**src/rtl/control_unit.sv**
```systemverilog
// -----------------------------------------------------------------------------
// control_unit
//   RV32I main decoder. The instruction word is decoded combinationally and
//   every control output is registered, so decode results appear one clock
//   after the instruction is presented.
//
// Ports
//   clk             in   1   rising-edge clock
//   rst_n           in   1   asynchronous active-low reset (clears all outputs)
//   instr           in  32   RV32I instruction word
//   alu_pc_select   out  1   ALU operand A = PC (AUIPC, JAL)
//   alu_mux1_select out  1   ALU operand A = 0 (LUI)
//   alu_imm_select  out  1   ALU operand B = immediate (0 = rs2)
//   alu_mux2_select out  2   immediate format 00 I, 01 S, 10 U, 11 J
//   alu_op_select   out  4   ALU operation code
//   rf_w_select     out  2   writeback source 00 ALU, 01 dmem, 10 PC+4
//   w_en_rf         out  1   register-file write enable
//   wr_en_dmem      out  1   data-memory write enable
//   rw_mode         out  4   {unsigned, 0, size[1:0]}; 0000 = no access
//   branch          out  1   conditional branch
//   jump            out  1   JAL / JALR
//
// Any unknown opcode or illegal field combination decodes to all zeros, which
// is an architectural no-op (no writes, no branch, no memory access).
// -----------------------------------------------------------------------------
module control_unit (
  input  logic        clk,
  input  logic        rst_n,
  input  logic [31:0] instr,
  output logic        alu_pc_select,
  output logic        alu_mux1_select,
  output logic        alu_imm_select,
  output logic [1:0]  alu_mux2_select,
  output logic [3:0]  alu_op_select,
  output logic [1:0]  rf_w_select,
  output logic        w_en_rf,
  output logic        wr_en_dmem,
  output logic [3:0]  rw_mode,
  output logic        branch,
  output logic        jump
);

  // Major opcodes (instr[6:0]); all carry the 32-bit marker 2'b11 in [1:0],
  // so compressed/short encodings fall through to the invalid default.
  localparam logic [6:0] OPC_OP     = 7'b0110011;
  localparam logic [6:0] OPC_OP_IMM = 7'b0010011;
  localparam logic [6:0] OPC_LOAD   = 7'b0000011;
  localparam logic [6:0] OPC_STORE  = 7'b0100011;
  localparam logic [6:0] OPC_BRANCH = 7'b1100011;
  localparam logic [6:0] OPC_JAL    = 7'b1101111;
  localparam logic [6:0] OPC_JALR   = 7'b1100111;
  localparam logic [6:0] OPC_LUI    = 7'b0110111;
  localparam logic [6:0] OPC_AUIPC  = 7'b0010111;

  localparam logic [6:0] F7_BASE = 7'b0000000;
  localparam logic [6:0] F7_ALT  = 7'b0100000;

  typedef enum logic [3:0] {
    ALU_ADD  = 4'd0,  ALU_SUB = 4'd1,  ALU_SLL = 4'd2,  ALU_SLT = 4'd3,
    ALU_SLTU = 4'd4,  ALU_XOR = 4'd5,  ALU_SRL = 4'd6,  ALU_SRA = 4'd7,
    ALU_OR   = 4'd8,  ALU_AND = 4'd9,  ALU_EQ  = 4'd10, ALU_NE  = 4'd11,
    ALU_LT   = 4'd12, ALU_GE  = 4'd13, ALU_LTU = 4'd14, ALU_GEU = 4'd15
  } alu_op_e;

  localparam logic [1:0] IMM_I = 2'b00;
  localparam logic [1:0] IMM_S = 2'b01;
  localparam logic [1:0] IMM_U = 2'b10;
  localparam logic [1:0] IMM_J = 2'b11;

  localparam logic [1:0] RF_ALU  = 2'b00;
  localparam logic [1:0] RF_DMEM = 2'b01;
  localparam logic [1:0] RF_PC4  = 2'b10;

  typedef struct packed {
    logic       pc_sel;
    logic       mux1;
    logic       imm_sel;
    logic [1:0] mux2;
    logic [3:0] alu_op;
    logic [1:0] rf_w;
    logic       w_en_rf;
    logic       wr_dmem;
    logic [3:0] rw_mode;
    logic       branch;
    logic       jump;
  } ctrl_t;

  logic [6:0] opcode;
  logic [2:0] funct3;
  logic [6:0] funct7;
  logic       rd_nz;

  assign opcode = instr[6:0];
  assign funct3 = instr[14:12];
  assign funct7 = instr[31:25];
  assign rd_nz  = |instr[11:7];

  // Register-source fields are irrelevant to control decode.
  logic unused_rs;
  assign unused_rs = ^instr[24:15];

  // funct3 -> ALU op for the shared register/immediate arithmetic group,
  // before funct7/instr[30] selects SUB or SRA.
  alu_op_e arith_op;
  always_comb begin
    arith_op = ALU_ADD;
    unique case (funct3)
      3'b000: arith_op = ALU_ADD;
      3'b001: arith_op = ALU_SLL;
      3'b010: arith_op = ALU_SLT;
      3'b011: arith_op = ALU_SLTU;
      3'b100: arith_op = ALU_XOR;
      3'b101: arith_op = ALU_SRL;
      3'b110: arith_op = ALU_OR;
      3'b111: arith_op = ALU_AND;
      default: arith_op = ALU_ADD;
    endcase
  end

  // funct3 -> comparison op for conditional branches; 010/011 are reserved.
  alu_op_e br_op;
  logic    br_ok;
  always_comb begin
    br_op = ALU_EQ;
    br_ok = 1'b1;
    unique case (funct3)
      3'b000: br_op = ALU_EQ;
      3'b001: br_op = ALU_NE;
      3'b100: br_op = ALU_LT;
      3'b101: br_op = ALU_GE;
      3'b110: br_op = ALU_LTU;
      3'b111: br_op = ALU_GEU;
      default: br_ok = 1'b0;
    endcase
  end

  ctrl_t ctrl_d, ctrl_q;
  logic  valid;
  logic  writes_rd;

  always_comb begin
    ctrl_d    = '0;
    valid     = 1'b0;
    writes_rd = 1'b0;

    unique case (opcode)
      OPC_OP: begin
        ctrl_d.rf_w = RF_ALU;
        writes_rd   = 1'b1;
        if (funct7 == F7_BASE) begin
          valid         = 1'b1;
          ctrl_d.alu_op = arith_op;
        end else if (funct7 == F7_ALT) begin
          if (funct3 == 3'b000) begin
            valid         = 1'b1;
            ctrl_d.alu_op = ALU_SUB;
          end else if (funct3 == 3'b101) begin
            valid         = 1'b1;
            ctrl_d.alu_op = ALU_SRA;
          end
        end
      end

      OPC_OP_IMM: begin
        ctrl_d.imm_sel = 1'b1;
        ctrl_d.mux2    = IMM_I;
        ctrl_d.rf_w    = RF_ALU;
        ctrl_d.alu_op  = arith_op;
        writes_rd      = 1'b1;
        // Only shifts constrain the upper bits; there they are shamt-adjacent
        // funct7 bits and bit 30 picks arithmetic right shift.
        if (funct3 == 3'b001)
          valid = (funct7 == F7_BASE);
        else if (funct3 == 3'b101) begin
          valid = (funct7 == F7_BASE) || (funct7 == F7_ALT);
          if (funct7 == F7_ALT) ctrl_d.alu_op = ALU_SRA;
        end else
          valid = 1'b1;
      end

      OPC_LOAD: begin
        ctrl_d.imm_sel = 1'b1;
        ctrl_d.mux2    = IMM_I;
        ctrl_d.alu_op  = ALU_ADD;
        ctrl_d.rf_w    = RF_DMEM;
        writes_rd      = 1'b1;
        // size field = funct3[1:0] + 1; funct3[2] flags zero-extension.
        valid          = (funct3[1:0] != 2'b11) && !(funct3[2] && funct3[1]);
        ctrl_d.rw_mode = {funct3[2], 1'b0, funct3[1:0] + 2'd1};
      end

      OPC_STORE: begin
        ctrl_d.imm_sel = 1'b1;
        ctrl_d.mux2    = IMM_S;
        ctrl_d.alu_op  = ALU_ADD;
        ctrl_d.wr_dmem = 1'b1;
        valid          = !funct3[2] && (funct3[1:0] != 2'b11);
        ctrl_d.rw_mode = {2'b00, funct3[1:0] + 2'd1};
      end

      OPC_BRANCH: begin
        ctrl_d.branch = 1'b1;
        ctrl_d.alu_op = br_op;
        valid         = br_ok;
      end

      OPC_JAL: begin
        ctrl_d.jump    = 1'b1;
        ctrl_d.pc_sel  = 1'b1;
        ctrl_d.imm_sel = 1'b1;
        ctrl_d.mux2    = IMM_J;
        ctrl_d.alu_op  = ALU_ADD;
        ctrl_d.rf_w    = RF_PC4;
        writes_rd      = 1'b1;
        valid          = 1'b1;
      end

      OPC_JALR: begin
        ctrl_d.jump    = 1'b1;
        ctrl_d.imm_sel = 1'b1;
        ctrl_d.mux2    = IMM_I;
        ctrl_d.alu_op  = ALU_ADD;
        ctrl_d.rf_w    = RF_PC4;
        writes_rd      = 1'b1;
        valid          = (funct3 == 3'b000);
      end

      OPC_LUI: begin
        ctrl_d.mux1    = 1'b1;
        ctrl_d.imm_sel = 1'b1;
        ctrl_d.mux2    = IMM_U;
        ctrl_d.alu_op  = ALU_ADD;
        ctrl_d.rf_w    = RF_ALU;
        writes_rd      = 1'b1;
        valid          = 1'b1;
      end

      OPC_AUIPC: begin
        ctrl_d.pc_sel  = 1'b1;
        ctrl_d.imm_sel = 1'b1;
        ctrl_d.mux2    = IMM_U;
        ctrl_d.alu_op  = ALU_ADD;
        ctrl_d.rf_w    = RF_ALU;
        writes_rd      = 1'b1;
        valid          = 1'b1;
      end

      default: valid = 1'b0;
    endcase

    // Writes to x0 are discarded at the source.
    if (writes_rd) ctrl_d.w_en_rf = rd_nz;
    if (!valid)    ctrl_d = '0;
  end

  always_ff @(posedge clk or negedge rst_n) begin
    if (!rst_n) ctrl_q <= '0;
    else        ctrl_q <= ctrl_d;
  end

  assign alu_pc_select   = ctrl_q.pc_sel;
  assign alu_mux1_select = ctrl_q.mux1;
  assign alu_imm_select  = ctrl_q.imm_sel;
  assign alu_mux2_select = ctrl_q.mux2;
  assign alu_op_select   = ctrl_q.alu_op;
  assign rf_w_select     = ctrl_q.rf_w;
  assign w_en_rf         = ctrl_q.w_en_rf;
  assign wr_en_dmem      = ctrl_q.wr_dmem;
  assign rw_mode         = ctrl_q.rw_mode;
  assign branch          = ctrl_q.branch;
  assign jump            = ctrl_q.jump;

endmodule

```
**config.mk**
```make
export PLATFORM = sky130hd
export DESIGN_NAME = control_unit
export DESIGN_NICKNAME = d
export VERILOG_FILES = /design/src/rtl/control_unit.sv
export SDC_FILE = /design/constraint.sdc
export NUM_CORES = 1
export LEC_CHECK = 0
export CORE_MARGIN = 2
export CORE_UTILIZATION = 43
export DETAILED_ROUTE_END_ITERATION = 8
export GPL_TIMING_DRIVEN = 0
export PLACE_DENSITY = 0.85
export SETUP_SLACK_MARGIN = 0.15
export SLEW_MARGIN = 20
export SYNTH_ARGS = -nofsm -noshare
export SYNTH_HDL_FRONTEND = slang
export SYNTH_SLANG_ARGS = --single-unit
```
**constraint.sdc**
```tcl
create_clock -name clk -period 1.4 [get_ports clk]
set_clock_uncertainty 0.1 [all_clocks]
set_input_delay 0.21 -clock clk [delete_from_list [all_inputs] [get_ports clk]]
set_output_delay 0.21 -clock clk [all_outputs]
set_load 0.01 [all_outputs]
```
Word level (Yosys, flattened, before mapping)
Memory sizes are Yosys's and may differ from the RTL's.
Index checks and enable logic that the tools add are counted.
{"block": "word_totals", "memories": 1, "out_inout_bits": 19, "inputBits": 34, "word_cells": 73, "mem_bits_ro": 32, "reg_bits": 19}
{"block": "op_classes", "n_eq_ne": 16, "reduce_logical": 16, "mux": 28, "addsub": 1}
{"name": "(no name shown)", "depth": 8, "width": 4, "read_ports": 1, "rd_ports_with_merged_regs": 0, "wr": 0, "line": "107", "text": "unique case (funct3)"}
{"operator": "$eq A7 B6 Y1 const B", "n": 4}
{"operator": "$eq A7 B7 Y1 const B", "n": 3}
{"operator": "$mux W19", "n": 1}
{"operator": "$mux W4", "n": 4}
{"operator": "$pmux W3 S5", "n": 1}
{"operator": "$eq A7 B5 Y1 const B", "n": 2}
{"operator": "$mux W1", "n": 14}
{"operator": "$eq A3 B3 Y1 const B", "n": 4}
{"operator": "$pmux W3 S4", "n": 1}
{"operator": "$pmux W4 S3", "n": 1}
{"operator": "$mux W3", "n": 3}
{"operator": "$pmux W4 S2", "n": 1}
{"operator": "$eq A7 B2 Y1 const B", "n": 1}
{"operator": "$logic_not A7 Y1", "n": 1}
{"operator": "$pmux W1 S7", "n": 1}
{"operator": "$reduce_or A7 Y1", "n": 1}
{"operator": "$reduce_or A2 Y1", "n": 3}
{"operator": "$reduce_or A3 Y1", "n": 2}
{"operator": "$reduce_or A6 Y1", "n": 1}
{"operator": "$reduce_or A5 Y1", "n": 1}
{"operator": "$pmux W2 S2", "n": 1}
{"operator": "$eq A3 B1 Y1 const B", "n": 1}
{"operator": "$logic_and A1 B1 Y1", "n": 3}
{"operator": "$logic_not A3 Y1", "n": 1}
{"operator": "4 further kinds", "n": 5}

Depth between registers and ports, before layout
Gate-level depths: netlist of run 1.
{"block": "logic_depth", "word_depth": 7, "mapped_depth": 7, "mapped_depth_nobuf": 7}

Least setup slack after synthesis of run 1
OpenSTA, ideal clock, no wires.
{"block": "synth_path", "path_kind": "input -> register", "start": "input port instr[13]", "end": "register ctrl_q, in the netlist w_en_rf", "stages": 7, "arrival_ns": 1.518, "required_time_ns": 1.156, "path_buffers": 0, "path_slack_ns": -0.362, "setup_time_ns": 0.144, "cell_sequence": "inv_1 > ha_1 > and2_1 > o311ai_1 > nand2_1 > a211oi_4 > a221oi_1"}
{"element": "from (decl)", "line": "29", "text": "input logic [31:0] instr,"}
{"element": "to (signal assigned)", "line": "258", "text": "else ctrl_q <= ctrl_d;"}
{"element": "to (decl)", "line": "137", "text": "ctrl_t ctrl_d, ctrl_q;"}

==> results.md, run 1 <==
- The run finished, with violations left.
- The checks that failed: setup timing.
- The clock passes through at most 2 buffers.
- The arrival time reported for the critical path endpoint is 1.59 ns.
- The register area share after synthesis is 40.24%.
- Dividing the synthesized area by the synthesized cell count gives 9.274 sq um.
- The number of slew-limit violations in the final report is 0.
- The number of global-route vias before repair came to 1,198.
- Dividing the final minimum period by the clock period gives 107.5%.
- For the final routed database, the setup TNS stands at -0.4904 ns.
- The number of warnings printed during yosys synthesis is 0.
- The die height is 53.59 um.
- On the worst path, the slowest cell contributes a delay of 0.32 ns.
- Synthesis handed over a netlist of 114 instances.
- The antenna violation net count after detailed routing is 0.
- In this run, CTS created clock tree buffers numbering 3.
- The overall fraction of global-route tracks in use is 26.17%.
- The tree is rooted in a sky130_fd_sc_hd__clkbuf_4.
- The die covers 2871 sq um.
- In this run the biggest area consumer among cell types represents 40.24% of the synthesized area.
- The flip-flop cell with the highest count after synthesis is sky130_fd_sc_hd__dfrtp_1.
- VDD sags by at most 0.4653 mV.
- Yosys mapped a number of flops with a built-in enable equal to 0.
- The endpoint of the worst hold-timing path is alu_mux2_select[0].
- The final hold violation count came to 0.
- After layout, the minimum clock period comes to 1.505 ns.
- The finished cells cover 1853 sq um.
- The startpoint identified for the worst hold timing path is instr[2].
- The weighted congestion at the end of routability-driven global placement is 0.8709.
- Relative to the synthesized area, the layout overhead comes to 75.27%.
- The flop and latch count out of synthesis is 17.
- The pre-CTS worst setup slack is -1.205 ns.
- In this run the number of H-tree levels came out at 1.
- The worst-path cell with the longest stage delay is sky130_fd_sc_hd__a211oi_2.
- At the pin with the least slew margin, the transition time is 0.6903 ns.
- The total via count in the routed design is 1,226.
- The first global-routing pass estimated 5347 um of wire.
- Summed over all layers, the global routing overflow is 0.
- The worst setup margin is -0.1047 ns.
- STA puts the critical path data required time at 1.49 ns.
- The initial antenna violation count is 0.
- The post-detailed-placement half-perimeter wirelength is 2041 um.
- The post-synthesis cell type count is 36.
- The count of cells along the worst hold path is 3.
- In this run the power density over the cells is 548.0 nW/um^2.
- The layout cell share with drive strength beyond 1 is 41.95%.
- Traced cell by cell, the critical path runs through buf_12 > ha_2 > o21ai_0 > a211oi_2 > nand2b_4 > a211oi_4 > buf_6 > a221oi_2.
- The detailed-route wire length per cell is 17.14 um.
- The placed cell area is 1558 sq um.
- The worst setup path is of the primary input to flop kind.
- Summed over all instances, the cell type with the most area after synthesis is sky130_fd_sc_hd__dfrtp_1.
- The area used by sequential logic in the layout is 425.4 sq um.
- The dominant cell by count in the synthesized netlist is sky130_fd_sc_hd__dfrtp_1.
- During placement, the flow inserted port buffers numbering 40.
- Summing all multi-input logic gate instances after layout gives 764.5 sq um.
- The clock tree from TritonCTS is done.
- The share of synthesized registers carrying an async set or reset is 100.0%.
- The largest net degree at the start of global routing is 18.
- For this run, the detailed router's first-pass iteration total came to 4.
- The static leakage power is 0.7659 nW.
- The number of setup violations in the final report is 7.
- The initial core utilization is 46.45%.
- The clock transition at the registers of the reported paths is 0.09 ns.
- The repair_antennas step left the layout with diodes totalling 0.
- The number of standard-cell rows in the floorplan is 17.
- Measured against its own limit, the worst slew margin works out to 53.83%.
- Along the worst path, the maximum fanout reaches 7.
- The total area inside the core boundary comes to 2276 sq um.
- Using the TritonRoute via totals, the vias-per-cell ratio works out to 6.069.
- In the final design database the tool counted 215 nets.
- The total I/O pin count is 53.
- The initial detailed-routing violation count is 38.
- By count the netlist is led by sky130_fd_sc_hd__dfrtp_1, sky130_fd_sc_hd__nor2_1, sky130_fd_sc_hd__nand2_1, sky130_fd_sc_hd__o21ai_0.
- The post-detailed-routing wire length is 3463 um.
- Fill cells in the final layout number 119.
- The worst setup path is launched from a primary input.
- The x dimension of the die is 53.59 um.
- Yosys attributes the largest share of cell area to sky130_fd_sc_hd__dfrtp_1, sky130_fd_sc_hd__ha_1, sky130_fd_sc_hd__nor2_1.
- The net count of the mapped netlist is 154.
- After detailed routing, the number of remaining DRC violations is 0.
- The category of the worst setup path capture point is a flop.
- The tool flagged a number of max-cap violations equal to 0.
- Based on the critical path, the design can be clocked at up to 664.6 MHz.
- Setup repair after global routing could not meet its margin everywhere.
- The tree built by TritonCTS fans out to 17 sinks.
- The cell area that synthesis handed to floorplanning was 1057 sq um.
- The min-delay analysis places its worst path in the category primary input to flop.
-- layer usage --
metal  vias to the layer above  track usage (%)  wire length (um)
met3                        20            2.500               261
met4                         0            15.81               155
met1                       581            30.44              1246
met5                         -                0                 0
met2                        90            46.30              1799
li1                        535                -                 -
-- per-stage QoR --
step	utilization [%]	total power [mW]	hold WS, ns	cells
after floorplan	-	0.6009	-0.1856	114
after detailed placement	68.44	0.7186	0.5624	182
after global routing	81.42	1.061	0.1404	202
after global placement	68.44	0.7140	0.5473	182
final	81.42	1.015	0.1239	202
after CTS	79.49	0.9950	0.1215	201
-- cell usage in the layout (no fill, tap or decap), types with 5 or more instances in the layout --
cell	n
sky130_fd_sc_hd__buf_4	14
sky130_fd_sc_hd__buf_6	5
sky130_fd_sc_hd__clkbuf_2	6
sky130_fd_sc_hd__clkdlybuf4s15_1	17
sky130_fd_sc_hd__clkdlybuf4s50_1	6
sky130_fd_sc_hd__dfrtp_1	17
sky130_fd_sc_hd__dlygate4sd2_1	5
sky130_fd_sc_hd__nand2_1	7
sky130_fd_sc_hd__nor2_1	10
sky130_fd_sc_hd__nor3_1	6
sky130_fd_sc_hd__o21ai_0	8
-- sequential cells by signal, indices dropped and copies added, names as in the netlist --
register,flops
alu_imm_select,1
alu_mux1_select,1
alu_mux2_select,2
alu_op_select,4
alu_pc_select,1
branch,1
jump,1
rf_w_select,1
rw_mode,3
w_en_rf,1
wr_en_dmem,1
-- worst max-delay path: cells and delay by family --
family	cells	cell delay [ns]
AOI/OAI and AO/OA	4	0.70
adders and majority gates	1	0.22
buffers and inverters	2	0.26
and+or+nand+nor	1	0.20
-- logic make-up (layout without fill, tap and decap cells) --
group	count (synthesis)	count (layout)	share of synthesized area, %
fa+ha+maj	6	6	7.100
compound gates	31	31	22.01
simple gates	48	48	25.68
buf+inv	11	71	4.615
flops	17	17	40.24
other cells	1	1	0.3547
-- area by class of cell --
class	instances	share of cell area, %
Multi-Input combinational cell	86	41.26
Inverter	6	2.026
Tap cell	28	1.891
Buffer	5	1.823
Clock buffer	3	1.215
Sequential cell	17	22.96
Clock inverter	1	0.2701
Timing Repair Buffer	56	28.56
-- timing repair --
| action | 4_1_cts | 5_1_grt |
|---|---|---|
| endpoints found under the setup margin | 33 | 23 |
| setup buffers | 14 | 1 |
| resized for setup | 108 | 28 |
| hold buffers | 1 | 0 |
| pin swaps | 21 | 3 |
| endpoints found under the hold margin | 1 | 0 |
-- where the power goes --
| group | internal [mW] | switching, mW | leakage (nW) |
|---|---|---|---|
| registers | 0.493 | 0.000627 | 0.237 |
| clock network | 0.106 | 0.138 | 0.0177 |
| logic | 0.127 | 0.150 | 0.511 |
-- worst max-delay path by stage --
| stage | startpoint | depth (start not counted) | slack, ns | end |
|---|---|---|---|---|
| 2_1_floorplan | instr[13] | 7 | -0.21 | w_en_rf |
| 3_3_place_gp | instr[13] | 8 | -1.18 | w_en_rf |
| 3_5_place_dp | instr[13] | 8 | -1.21 | w_en_rf |
| 4_1_cts | instr[3] | 7 | -0.06 | alu_op_select[3] |
| 5_1_grt | instr[3] | 6 | -0.12 | alu_op_select[0] |
| 6_report | instr[13] | 8 | -0.10 | w_en_rf |
(Power assumes the default switching activity.)
==> run 2, diff against run 1 <==
GPL_TIMING_DRIVEN = not set   (was 0)
==> run 2 against run 1 <==
The run still ends with setup timing left. Critical path depth rose by 1. Worst hold slack got worse by 0.020 ns. Combinational power rose by 37%. Critical endpoint is now alu_op_select[2].
==> results.md, run 2 (same netlist as run 1, synthesis figures left out) <==
- The clock transition at the registers of the reported paths is 0.10 ns (about the same).
- The weighted congestion at the end of routability-driven global placement was 0.9303 (+6.8%).
- The path type of the worst setup path is primary input to flop.
- The maximum level of the CTS H-tree came to 1 (unchanged).
- The number of design rule violations left after detail routing is 0 (unchanged).
- The category of the worst setup path capture point is a flop.
- The flip-flop count of the largest register, all copies and words added is 4 (unchanged).
- The number of port buffers is 41 (+2.5%).
- The final-stage net count was 247 (+15%).
- The global-route wire length before repair came to 7279 um (+36%).
- The share of the cycle needed by the critical path after routing is 120.0% (+13 points).
- The final critical-path required period is 1.681 ns (+0.1759 ns).
- The layout overhead on the synthesized area is 104.0%.
- The power per unit of standard cell area came to 535.0 nW/um^2 (-2.4%).
- The layout cell share with drive strength beyond 1 came to 51.46% (+9.5 points).
- The total power draw was 1.154 mW (+14%).
- The clock sink count is 17 (unchanged).
- The path class of the lowest-slack min-delay path is primary input to flop.
- TritonCTS built the clock tree.
- The number of diodes came to 0 (unchanged).
- The total I/O pin count came to 53 (unchanged).
- The overall fraction of global-route tracks in use is 36.00% (+9.8 points).
- The initial detailed-routing violation count came to 115 (+200%).
- The number of setup violations in the final report is 11 (+4).
- The clock tree buffer depth is 2 (unchanged).
- The average vias per placed instance is 6.222 (+2.5%).
- The core area is 2276 sq um (unchanged).
- The arrival time reported for the critical path endpoint is 1.77 ns (+0.18 ns).
- The x dimension of the die is 53.59 um (unchanged).
- The area enclosed by the die boundary is 2871 sq um (unchanged).
- The non-filler instance count after layout came to 234 (+16%).
- The post-detailed-routing wire length was 5590 um (+61%).
- The data required time at the worst endpoint is 1.49 ns (about the same).
- The initial core utilization is 46.45% (unchanged).
- Setup repair after global routing could not meet its margin everywhere.
- The delay of the slowest cell on the worst path was 0.52 ns (+0.20 ns).
- The antenna violation net count after detailed routing was 0 (unchanged).
- The number of placed instances, taps included is 218 (+20%).
- On the critical path, the stage with the largest delay is an instance of sky130_fd_sc_hd__o41ai_1.
- The leftover overflow at the end of global routing is 0 (unchanged).
- Traced cell by cell, the critical path runs through buf_6 > buf_6 > buf_6 > ha_4 > buf_4 > o41ai_1 > nor3_1 > a21oi_1 > a21oi_1.
- The static leakage power is 0.9348 nW (+22%).
- The number of standard-cell rows in the floorplan came to 17 (unchanged).
- The final hold violation count is 0 (unchanged).
- The worst vdd rail ir drop was 0.6581 mV (+41%).
- The most common cell after layout, fill and taps aside is sky130_fd_sc_hd__buf_4.
- The number of buffers inserted during clock tree synthesis is 3 (unchanged).
- The cell sitting at the root of the clock tree is a sky130_fd_sc_hd__clkbuf_4.
- The die height is 53.59 um (unchanged).
- The number of max-capacitance violations reported is 0 (unchanged).
- The worst setup path is launched from a primary input.
- The post-detailed-placement half-perimeter wirelength is 2847 um (+39%).
- The final setup TNS is -1.721 ns (-1.231 ns).
- The top cell types in the final layout, fill and taps aside, are sky130_fd_sc_hd__buf_4, sky130_fd_sc_hd__dfrtp_1, sky130_fd_sc_hd__clkdlybuf4s15_1.
- The detailed-routing iteration count for the pre-antenna-repair pass was 5 (+1).
- The number of global-route vias before repair is 1,458 (+22%).
- The total via count in the routed design was 1,456 (+19%).
- The detailed-route wire length per cell came to 23.89 um (+39%).
- The initial antenna violation count is 0 (unchanged).
- The most numerous cell type found on the critical path is sky130_fd_sc_hd__buf_6.
- The largest net degree at the start of global routing is 18 (unchanged).
- The fmax came to 595.0 MHz (-10%).
- The worst setup margin is -0.2806 ns (-0.1759 ns).
- The checks that failed: setup timing.
- The number of slew-limit violations in the final report came to 0 (unchanged).
- The flow ran to the end, but the final reports show violations.
- The highest net fanout along the worst path was 4 (-3).
## run 2: cell types whose count changed in the layout (fill, tap and decap cells not counted), moves of 2 or more
| cell | before | now |
|---|---|---|
| sky130_fd_sc_hd__buf_4 | 14 | 41 |
| sky130_fd_sc_hd__buf_6 | 5 | 13 |
| sky130_fd_sc_hd__a21oi_2 | 4 | 1 |
| sky130_fd_sc_hd__dlygate4sd2_1 | 5 | 8 |
| sky130_fd_sc_hd__nor2_4 | 1 | 4 |
| sky130_fd_sc_hd__a21oi_1 | 3 | 5 |
| sky130_fd_sc_hd__clkbuf_2 | 6 | 4 |
| sky130_fd_sc_hd__clkdlybuf4s15_1 | 17 | 15 |
| sky130_fd_sc_hd__ha_4 | 3 | 5 |
| sky130_fd_sc_hd__nor2_1 | 10 | 8 |
| sky130_fd_sc_hd__o21ai_0 | 8 | 6 |
## run 2: power breakdown
| part | switching, mW | internal [mW] | leakage [nW] |
|---|---|---|---|
| sequential | 0.000868 | 0.493 | 0.237 |
| combinational | 0.202 | 0.180 | 0.680 |
| clock | 0.171 | 0.107 | 0.0177 |
## run 2: layer usage
layer / vias to the layer above / GRT usage, % / part of all wire (%)
met1: 673 / 42.88 / 34
met3: 35 / 4.722 / 11
met4: 0 / 21.79 / 6.5
met5: - / 0 / 0
li1: 594 / - / -
met2: 154 / 61.52 / 48
## run 2: critical path, delay by kind of cell
kind            cells  cell delay [ns]
simple gates        1             0.10
buf+inv             4             0.50
fa+ha+maj           1             0.16
compound gates      3             0.80
## run 2: stage by stage
step           hold WS [ns]  area (sq um)  utilization [%]  worst slack [ns]
3_5_place_dp         0.4573          1842            80.92           -0.9347
6_report             0.1042          2157            94.78           -0.2806
2_1_floorplan       -0.1856          1122                -           -0.2141
3_3_place_gp         0.4451          1842            80.92           -0.8624
5_1_grt              0.1054          2157            94.78           -0.6098
4_1_cts              0.1167          2033            89.33           -0.1396
## run 2: timing repair
item / CTS / global route
buffers inserted: 7 / 5
pin swaps: 17 / 9
setup endpoints to repair: 34 / 27
resized for setup: 101 / 35
hold buffers: 0 / 0
## run 2: area by class of cell
type                            instances  area [sq um]
Timing Repair Buffer                   93         815.8
Sequential cell                        17         425.4
Inverter                                6         35.03
Tap cell                               28         35.03
Fill cell                              62         118.9
Clock inverter                          1         5.005
Multi-Input combinational cell         86         818.3
Clock buffer                            3         22.52
## run 2: path summary, 6_finish.rpt
check / from / endpoint / slack (ns) / cells past startpoint
max in group asynchronous: rst_n / alu_op_select[2] / 0.90 / 2
worst max-delay path: instr[13] / alu_op_select[2] / -0.28 / 9
worst min-delay path: instr[12] / rw_mode[0] / 0.10 / 3
min in group asynchronous: rst_n / alu_imm_select / 0.12 / 2
==> run 3, diff against run 2 <==
CORE_MARGIN = 8   (was 2)
==> run 3 against run 2 <==
The flow still finishes with violations (setup timing). Clock power about the same. Fmax grew 3.0%. Flip-flop and latch count unchanged. Utilization is 7.2 points lower. Sequential share of layout area increased by 0.43 points. Clock-buffer cell count unchanged. Via count shrank 1.6%. Routed wire length is 5.5% lower. Critical path type unchanged. Largest cell class unchanged.
==> results.md, run 3 (same netlist as run 1, synthesis figures left out) <==
- The initial antenna violation count is 0 (unchanged).
- On the critical path the largest part of the delay comes from simple AND/OR/NAND/NOR gates.
- The path class of the tightest hold or removal check is primary input to flop.
- The flip-flop count of the largest register, all copies and words added is 4 (unchanged).
- The critical path starts at instr[2].
- The total I/O pin count is 53 (unchanged).
- The total power draw is 1.157 mW (+0.26%).
- The initial core utilization is 43.87% (-2.6 points).
- The number of max-capacitance violations reported is 0 (unchanged).
- The overall fraction of global-route tracks in use is 22.45% (-14 points).
- The fill cell instance count of the final layout is 112 (+81%).
- The final reports fail on setup timing.
- The die height is 65.59 um (+22%).
- The static leakage power was 0.9538 nW (+2.0%).
- The antenna violation net count after detailed routing came to 0 (unchanged).
- The fmax came to 613.1 MHz (+3.0%).
- The area taken by multi-input logic gates was 843.3 sq um (+3.1%).
- The largest net degree at the start of global routing came to 18 (unchanged).
- The worst setup margin is -0.2310 ns (+0.04957 ns).
- Following the worst setup path forward leads to its endpoint at alu_op_select[0].
- The total via count in the routed design came to 1,432 (-1.6%).
- The power per unit of standard cell area was 548.1 nW/um^2 (+2.5%).
- The worst-path cell with the longest stage delay is sky130_fd_sc_hd__or3b_4.
- The number of standard-cell rows in the floorplan is 18 (+1).
- Setup repair after global routing could not meet its margin everywhere.
- The area enclosed by the die boundary was 4301 sq um (+50%).
- The number of design rule violations left after detail routing is 0 (unchanged).
- The highest net fanout along the worst path was 3 (-1).
- The number of diodes is 0 (unchanged).
- The x dimension of the die is 65.59 um (+22%).
- The clock tree buffer depth is 2 (unchanged).
- The most common cell after layout, fill and taps aside is sky130_fd_sc_hd__buf_4.
- The share of the cycle needed by the critical path after routing is 116.5% (-3.5 points).
- The pre-CTS worst setup slack is -0.9838 ns (-0.04912 ns).
- The initial detailed-routing violation count is 115 (unchanged).
- The number of placed instances, taps included is 219 (+0.46%).
- The clock sink count was 17 (unchanged).
- The number of setup violations in the final report is 12 (+1).
- The final-stage net count was 249 (+0.81%).
- The clock transition at the registers of the reported paths is 0.09 ns (about the same).
- The average vias per placed instance was 6.017 (-3.3%).
- The arrival time reported for the critical path endpoint is 1.75 ns (-0.02 ns).
- The layout cell share with drive strength beyond 1 is 60.58% (+9.1 points).
- The number of buffers inserted during clock tree synthesis is 3 (unchanged).
- The clock tree from TritonCTS is done.
- The number of hold buffers added after cts is 0 (unchanged).
- The detailed-routing iteration count for the pre-antenna-repair pass is 4 (-1).
- The area used by sequential logic in the layout came to 425.4 sq um (unchanged).
- The weighted congestion at the end of routability-driven global placement is 0.9872 (+6.1%).
- The leftover overflow at the end of global routing was 0 (unchanged).
- The layout overhead on the synthesized area is 99.64%.
- The number of slew-limit violations in the final report was 0 (unchanged).
- The final critical-path required period is 1.631 ns (-0.04957 ns).
- Walking the worst path, the cells encountered are buf_6 > nand4bb_4 > or3b_4 > buf_6 > nor3_4 > nand4_1 > a31oi_1.
- The run finished, with violations left.
- The depth of the critical timing path with buffers and inverters included was 7 (-2).
- The post-detailed-routing wire length came to 5282 um (-5.5%).
- The number of global-route vias before repair was 1,514 (+3.8%).
- The detailed-route wire length per cell is 22.19 um (-7.1%).
- The non-filler instance count after layout was 238 (+1.7%).
- The global-route wire length before repair is 7569 um (+4.0%).
- The maximum level of the CTS H-tree was 1 (unchanged).
- The final hold violation count was 0 (unchanged).
- The tree is rooted in a sky130_fd_sc_hd__clkbuf_4.
- In the layout the commonest cells are sky130_fd_sc_hd__buf_4, sky130_fd_sc_hd__clkbuf_2, sky130_fd_sc_hd__dfrtp_1.
- The worst hold slack is 0.08672 ns (-0.01750 ns).
- The path type of the worst setup path is primary input to flop.
- The worst vdd rail ir drop is 0.6184 mV (-6.0%).
- The post-detailed-placement half-perimeter wirelength is 2823 um (-0.82%).
- The category of the worst setup path capture point is a flop.
- The number of port buffers came to 41 (unchanged).
- The cell occurring most often along the worst timing path is sky130_fd_sc_hd__buf_6.
- The buffers plus inverters on the worst setup path is 2 (-2).
- The delay of the slowest cell on the worst path is 0.43 ns (-0.09 ns).
- The data required time at the worst endpoint is 1.52 ns (+0.03 ns).
- The core area is 2410 sq um (+5.9%).
- The kind of launch point of the worst setup path is a primary input.
==> run 3: cell count changes in the layout (fill, tap and decap cells not counted), moves of 2 or more <==
cell,delta
sky130_fd_sc_hd__buf_2,+2
sky130_fd_sc_hd__dlygate4sd2_1,-2
sky130_fd_sc_hd__clkbuf_2,+14
sky130_fd_sc_hd__a21oi_1,-2
sky130_fd_sc_hd__buf_4,+3
sky130_fd_sc_hd__buf_6,-2
sky130_fd_sc_hd__a21oi_2,+3
sky130_fd_sc_hd__clkdlybuf4s15_1,-12
==> run 3: routing by layer <==
metal | GRT usage, % | share of wire, %
met1 | 25.05 | 36
met2 | 37.64 | 48
met3 | 3.741 | 8.6
met4 | 16.62 | 7.2
met5 | 0 | 0
==> run 3: what timing repair did <==
action | CTS | global route
setup endpoints to repair | 35 | 30
pin swaps | 21 | 17
setup buffers | 14 | 1
resized for setup | 111 | 46
==> run 3: final cells by class <==
| cell class | instances | share of cell area, % |
|---|---|---|
| tap | 30 | 1.778 |
| inverter | 6 | 1.660 |
| multi-input combinational | 86 | 39.95 |
| clock buffer | 3 | 1.067 |
| sequential | 17 | 20.15 |
| timing repair buffer | 95 | 35.15 |
| clock inverter | 1 | 0.2371 |
==> run 3: where the power goes <==
group / switching [mW] / leakage (nW) / internal, mW
logic: 0.197 / 0.699 / 0.187
clock network: 0.172 / 0.0177 / 0.107
registers: 0.000790 / 0.237 / 0.493
total: 0.370 / 0.954 / 0.787
==> run 3: worst min path at each step <==
| stage | startpoint | end | slack, ns | depth (start not counted) |
|---|---|---|---|---|
| 2_1_floorplan | rst_n | alu_imm_select | -0.19 | 0 |
| 3_3_place_gp | rst_n | alu_mux2_select[1] | 0.44 | 2 |
| 3_5_place_dp | rst_n | alu_mux1_select | 0.46 | 2 |
| 4_1_cts | instr[12] | rw_mode[0] | 0.07 | 3 |
| 5_1_grt | instr[12] | rw_mode[0] | 0.06 | 3 |
| 6_report | instr[12] | rw_mode[0] | 0.09 | 3 |
==> run 3: through the flow <==
stage	instance area, sq um	setup TNS (ns)	utilization [%]
after floorplan	1122	-1.359	-
after global placement	1837	-9.807	76.22
after detailed placement	1837	-10.81	76.22
after CTS	2132	-0.4690	88.47
after global routing	2111	-1.257	87.59
final	2111	-1.175	87.59
